`config.mk`:
```
export PLATFORM = sky130hd
export DESIGN_NAME = gate_sweep_driver
export DESIGN_NICKNAME = d
export VERILOG_FILES = /design/src/rtl/gate_sweep_driver.sv
export SDC_FILE = /design/constraint.sdc
export NUM_CORES = 1
export LEC_CHECK = 0
export CORE_AREA = 2 2 46 48
export CTS_BUF_LIST = sky130_fd_sc_hd__clkbuf_4 sky130_fd_sc_hd__clkbuf_8
export DETAILED_ROUTE_END_ITERATION = 8
export DIE_AREA = 0 0 48 50
export PLACE_DENSITY = 0.85
export SYNTH_ARGS = -nofsm -noshare
export SYNTH_HDL_FRONTEND = slang
export SYNTH_SLANG_ARGS = --single-unit
```
`constraint.sdc`:
```
create_clock -name clk -period 2.4 [get_ports clk]
set_clock_uncertainty 0.05 [all_clocks]
set_input_delay 0.36 -clock clk [delete_from_list [all_inputs] [get_ports clk]]
set_output_delay 0.36 -clock clk [all_outputs]
set_load 0.005 [all_outputs]
```
`src/rtl/gate_sweep_driver.sv`:
```
// Exhaustive stimulus generator and response checker for a combinational gate under test.
// Optional: define GATE_SWEEP_STOP_ON_FAIL_EN to end the sweep at the first mismatching vector.
module gate_sweep_driver #(
    parameter int N_IN   = 2,
    parameter int SETTLE = 1,
    parameter int OP     = 0
) (
    input  logic            clk,
    input  logic            rst_n,
    input  logic            start,
    output logic [N_IN-1:0] dut_in,
    input  logic            dut_out,
    output logic            busy,
    output logic            done,
    output logic            pass,
    output logic [N_IN:0]   err_count,
    output logic            fail_valid,
    output logic [N_IN-1:0] first_fail_vec
);

    typedef enum logic [1:0] {
        IDLE  = 2'd0,
        APPLY = 2'd1,
        DONE  = 2'd2
    } state_t;

    localparam logic [N_IN-1:0] LAST_VEC   = '1;
    localparam logic [N_IN:0]   ERR_MAX    = {1'b1, {N_IN{1'b0}}};
    localparam logic [7:0]      SETTLE_CNT = 8'(SETTLE);

    state_t            state_reg, state_next;
    logic [N_IN-1:0]   vec_reg, vec_next;
    logic [7:0]        cnt_reg, cnt_next;
    logic [N_IN:0]     err_reg, err_next;
    logic              fv_reg, fv_next;
    logic [N_IN-1:0]   ffv_reg, ffv_next;

    logic              expected;
    logic              mismatch;
    logic              stop_now;

    always_comb begin
        case (OP)
            1:       expected =  (|vec_reg);
            2:       expected =  (^vec_reg);
            3:       expected = ~(&vec_reg);
            4:       expected = ~(|vec_reg);
            5:       expected = ~(^vec_reg);
            default: expected =  (&vec_reg);
        endcase
    end

    assign mismatch = (dut_out != expected);

`ifdef GATE_SWEEP_STOP_ON_FAIL_EN
    assign stop_now = mismatch;
`else
    assign stop_now = 1'b0;
`endif

    always_comb begin
        state_next = state_reg;
        vec_next   = vec_reg;
        cnt_next   = cnt_reg;
        err_next   = err_reg;
        fv_next    = fv_reg;
        ffv_next   = ffv_reg;
        case (state_reg)
            IDLE, DONE: begin
                if (start) begin
                    state_next = APPLY;
                    vec_next   = '0;
                    cnt_next   = '0;
                    err_next   = '0;
                    fv_next    = 1'b0;
                    ffv_next   = '0;
                end
            end
            APPLY: begin
                if (cnt_reg == SETTLE_CNT) begin
                    if (mismatch) begin
                        if (err_reg != ERR_MAX)
                            err_next = err_reg + 1'b1;
                        if (!fv_reg) begin
                            fv_next  = 1'b1;
                            ffv_next = vec_reg;
                        end
                    end
                    // dut_in is left on the final (or failing) vector rather than wrapping
                    if (stop_now || (vec_reg == LAST_VEC)) begin
                        state_next = DONE;
                    end else begin
                        vec_next = vec_reg + 1'b1;
                        cnt_next = '0;
                    end
                end else begin
                    cnt_next = cnt_reg + 1'b1;
                end
            end
            default: state_next = IDLE;
        endcase
    end

    always_ff @(posedge clk or negedge rst_n) begin
        if (!rst_n) begin
            state_reg <= IDLE;
            vec_reg   <= '0;
            cnt_reg   <= '0;
            err_reg   <= '0;
            fv_reg    <= 1'b0;
            ffv_reg   <= '0;
        end else begin
            state_reg <= state_next;
            vec_reg   <= vec_next;
            cnt_reg   <= cnt_next;
            err_reg   <= err_next;
            fv_reg    <= fv_next;
            ffv_reg   <= ffv_next;
        end
    end

    assign dut_in         = vec_reg;
    assign busy           = (state_reg == APPLY);
    assign done           = (state_reg == DONE);
    assign pass           = done && (err_reg == '0);
    assign err_count      = err_reg;
    assign fail_valid     = fv_reg;
    assign first_fail_vec = ffv_reg;

endmodule

```
==> impl_metrics.csv <==
group,metric,value,unit
run_status,status,"completed",
finish,largest_reg_flops,8,
finish,antenna_cells,0,
clocking,cts_buffer_depth,2,
sta,setup-tns-final,0,ps
global_route,grt_max_degree,19,
clocking,cts_root_buf,"clkbuf_4",
sta,timing.fmax,0.4476,GHz
placement,dp_hpwl,1409,µm
global_route,track_usage,18.21,%
setup_path,reg2reg_slack,270,ps
synthesis,avgSynthCellArea,10.23,µm²
finish,nNetsFinal,123,
synthesis,synthDistinctLibCells,37,
floorplan,io_pins,15,
synthesis,synth-edff-count,0,
floorplan,initial_utilization,52.17,%
setup_path,worst-setup-path-type,"flop to output pin",
clocking,cts_setup_buffers,0,
finish,syn_to_final_growth,20.43,%
clocking,numCtsBuffers,3,
synthesis,yosysWarnings,0,
synthesis,synth_nets,106,
power,power_leakage,0.5332,nW
synthesis,synthTopCellsByArea,"dfrtp_1 45%, ha_1 6.3%, mux2i_1 6.1%",
clocking,tritoncts,"yes",
setup_path,max_stage_delay,520,ps
sta,setup_viol,0,
placement,io_buffers,14,
synthesis,synthSimpleGateAreaFrac,21.94,%
finish,multi_input_area,500.5,µm²
detailed_routing,drt-initial-drc-count,9,
power,ir_drop,364.3,µV
global_route,grt-ovfl-total,0,
floorplan,core,1902,µm²
setup_path,crit_chain,"nand2b_1, clkinv_1, clkdlybuf4s50_1",
setup_path,r2r-start,"cnt_reg[1]$_DFFE_PN0P_",
setup_path,crit_start,"state_reg[0]$_DFFE_PN0P_",
clocking,cts_htree_levels,1,
floorplan,die_w,48,µm
sta,max_slew_margin,48.34,%
finish,fillers,156,
synthesis,synth_cells,97,
synthesis,synthAdderAreaFrac,6.305,%
floorplan,dieArea,2400,µm²
finish,drive_gt1_share,12.39,%
synthesis,synth_top_family_by_area,"simple AND/OR/NAND/NOR gates",
detailed_routing,avgViaCountPerCell,5.457,
synthesis,synth_flop_cell,"dfrtp_1",
clocking,insertion_delay,290,ps
setup_path,r2r-end,"first_fail_vec[0]$_DFFE_PN0P_",
floorplan,fp-row-count,16,
sta,holdWs,457.1,ps
synthesis,syn_area,992.2,µm²
finish,finalNonFillerCells,140,
sta,rsz0062_at_grt,"false",
global_route,grt_pass1_wl,3153,µm
global_route,grt_pass1_vias,750,
setup_path,crit_end,"busy",
setup_path,critPathArrivalTime,1820,ps
detailed_routing,drt_first_pass_iters,4,
sta,final-hold-violation-count,0,
placement,gp_congestion,0.8364,
detailed_routing,drt-total-wl,1818,µm
power,power.total,0.5218,mW
power,power_density,436.7,nW/µm²
sta,period_share,93.09,%
setup_path,crit_slowest_cell,"clkdlybuf4s50_1",
clocking,cts_sinks,18,
detailed_routing,wl_per_cell,12.99,µm
sta,period_needed,2234,ps
synthesis,ys_seq_area_share,45.40,%
placement,dp_cells,136,
global_route,grt_antenna_before_repair,0,
placement,place_area,1159,µm²
setup_path,reg2regPathDepth,6,
synthesis,yosys.area.top_type_share,45.40,%
detailed_routing,ant_nets,0,
synthesis,synth_compound_area_share,14.12,%
synthesis,synthMuxAreaShare,7.188,%
sta,worstMarginPinSlew,772.5,ps
synthesis,netlist_top_cells_count,"18 x dfrtp_1, 11 x nand2_1, 7 x inv_1",
floorplan,die_h,50,µm
synthesis,synth_most_common_cell,"dfrtp_1",
worst_hold_path,hold_class,"input pin to asynchronous set/reset pin",
clocking,path_clk_slew,100,ps
sta,final_max_slew_viol_count,0,
synthesis,yosys.area.top_type,"dfrtp_1",
run,maxCapViolations,0,
finish,fin_area,1195,µm²
detailed_routing,vias,764,
synthesis,synthArstFlopShare,100.0,%
setup_path,critPathLaunchType,"flop",
finish,seq_area,450.4,µm²
synthesis,synth-seq-cells,18,
setup_path,worstPathRequired,1990,ps
setup_path,cp-end-kind,"output pin",
detailed_routing,drc,0,
clocking,postCtsResizedCells,0,
setup_path,crit_fanout,9,
clocking,ctsHoldBuffers,0,
synthesis,synth_xor_xnor_area_share,0.8827,%
## worst max-delay path: cells and delay by family (launching register included)
family | cells | cell delay, ps
buffers and inverters | 2 | 830
and+or+nand+nor | 1 | 290
DFF | 1 | 410
## power by group
part | internal [mW] | leakage, nW | switching [mW] | total (mW)
Sequential | 0.307 | 0.222 | 0.00324 | 0.310
Combinational | 0.0136 | 0.290 | 0.0118 | 0.0254
Clock | 0.0925 | 0.0210 | 0.0942 | 0.187
## metrics by stage
stage / utilization [%] / setup slack, ps
after floorplan: - / 392.5
after global placement: 60.92 / 358.9
after detailed placement: 60.92 / 299.4
after CTS: 62.83 / 177.4
after global routing: 62.83 / 52.05
final: 62.83 / 165.9
## how the worst min path moves through the flow
stage,from,endpoint,slack (ps),cells after the start
2_1_floorplan,rst_n,cnt_reg[0]$_DFFE_PN0P_,10,0
3_3_place_gp,cnt_reg[5]$_DFFE_PN0P_,cnt_reg[5]$_DFFE_PN0P_,450,1
3_5_place_dp,cnt_reg[5]$_DFFE_PN0P_,cnt_reg[5]$_DFFE_PN0P_,470,1
4_1_cts,rst_n,cnt_reg[6]$_DFFE_PN0P_,490,1
5_1_grt,first_fail_vec[0]$_DFFE_PN0P_,first_fail_vec[0]$_DFFE_PN0P_,510,2
6_report,rst_n,cnt_reg[6]$_DFFE_PN0P_,460,1
## placed cells by master, fill, tap and decap left out, drive strengths merged
| cell | instances |
|---|---|
| clkbuf | 4 |
| or4 | 1 |
| mux2i | 6 |
| o21ai | 4 |
| and3 | 6 |
| a21o | 1 |
| a21oi | 4 |
| or4b | 1 |
| nand4 | 1 |
| nand2 | 11 |
| or3 | 1 |
| or2 | 1 |
| inv | 8 |
| dfrtp | 18 |
| nor3b | 1 |
| and3b | 1 |
| o21ba | 1 |
| a211o | 3 |
| nor2b | 1 |
| mux2 | 1 |
| xnor2 | 1 |
| nand3 | 4 |
| nor2 | 2 |
| o22ai | 1 |
| o41ai | 1 |
| nand2b | 2 |
| a22o | 2 |
| o221ai | 1 |
| nor3 | 4 |
| ha | 5 |
| clkinv | 1 |
| clkdlybuf4s50 | 14 |
## layer usage
metal  track usage (%)  up-vias  wire length, µm
met5                 0        -                0
met4             8.108        0               27
met3             3.297        4               49
met2             29.56       15              920
met1             22.51      370              820
li1                  -      375                -
## final cells by class
type | instances | area share, %
clock buffers | 4 | 3.037
inverters | 9 | 2.827
multi-input cells | 68 | 41.88
flip-flops and latches | 18 | 37.70
well taps | 27 | 2.827
repair buffers | 14 | 11.73
## cell families after synthesis
| family | Yosys count |
|---|---|
| adders and majority gates | 5 |
| muxes | 7 |
| DFF | 18 |
| buffers and inverters | 11 |
| xor gates and xnor gates | 1 |
| AOI/OAI and AO/OA | 18 |
| and+or+nand+nor | 37 |
No activity file was read; power rests on OpenSTA's default activity.
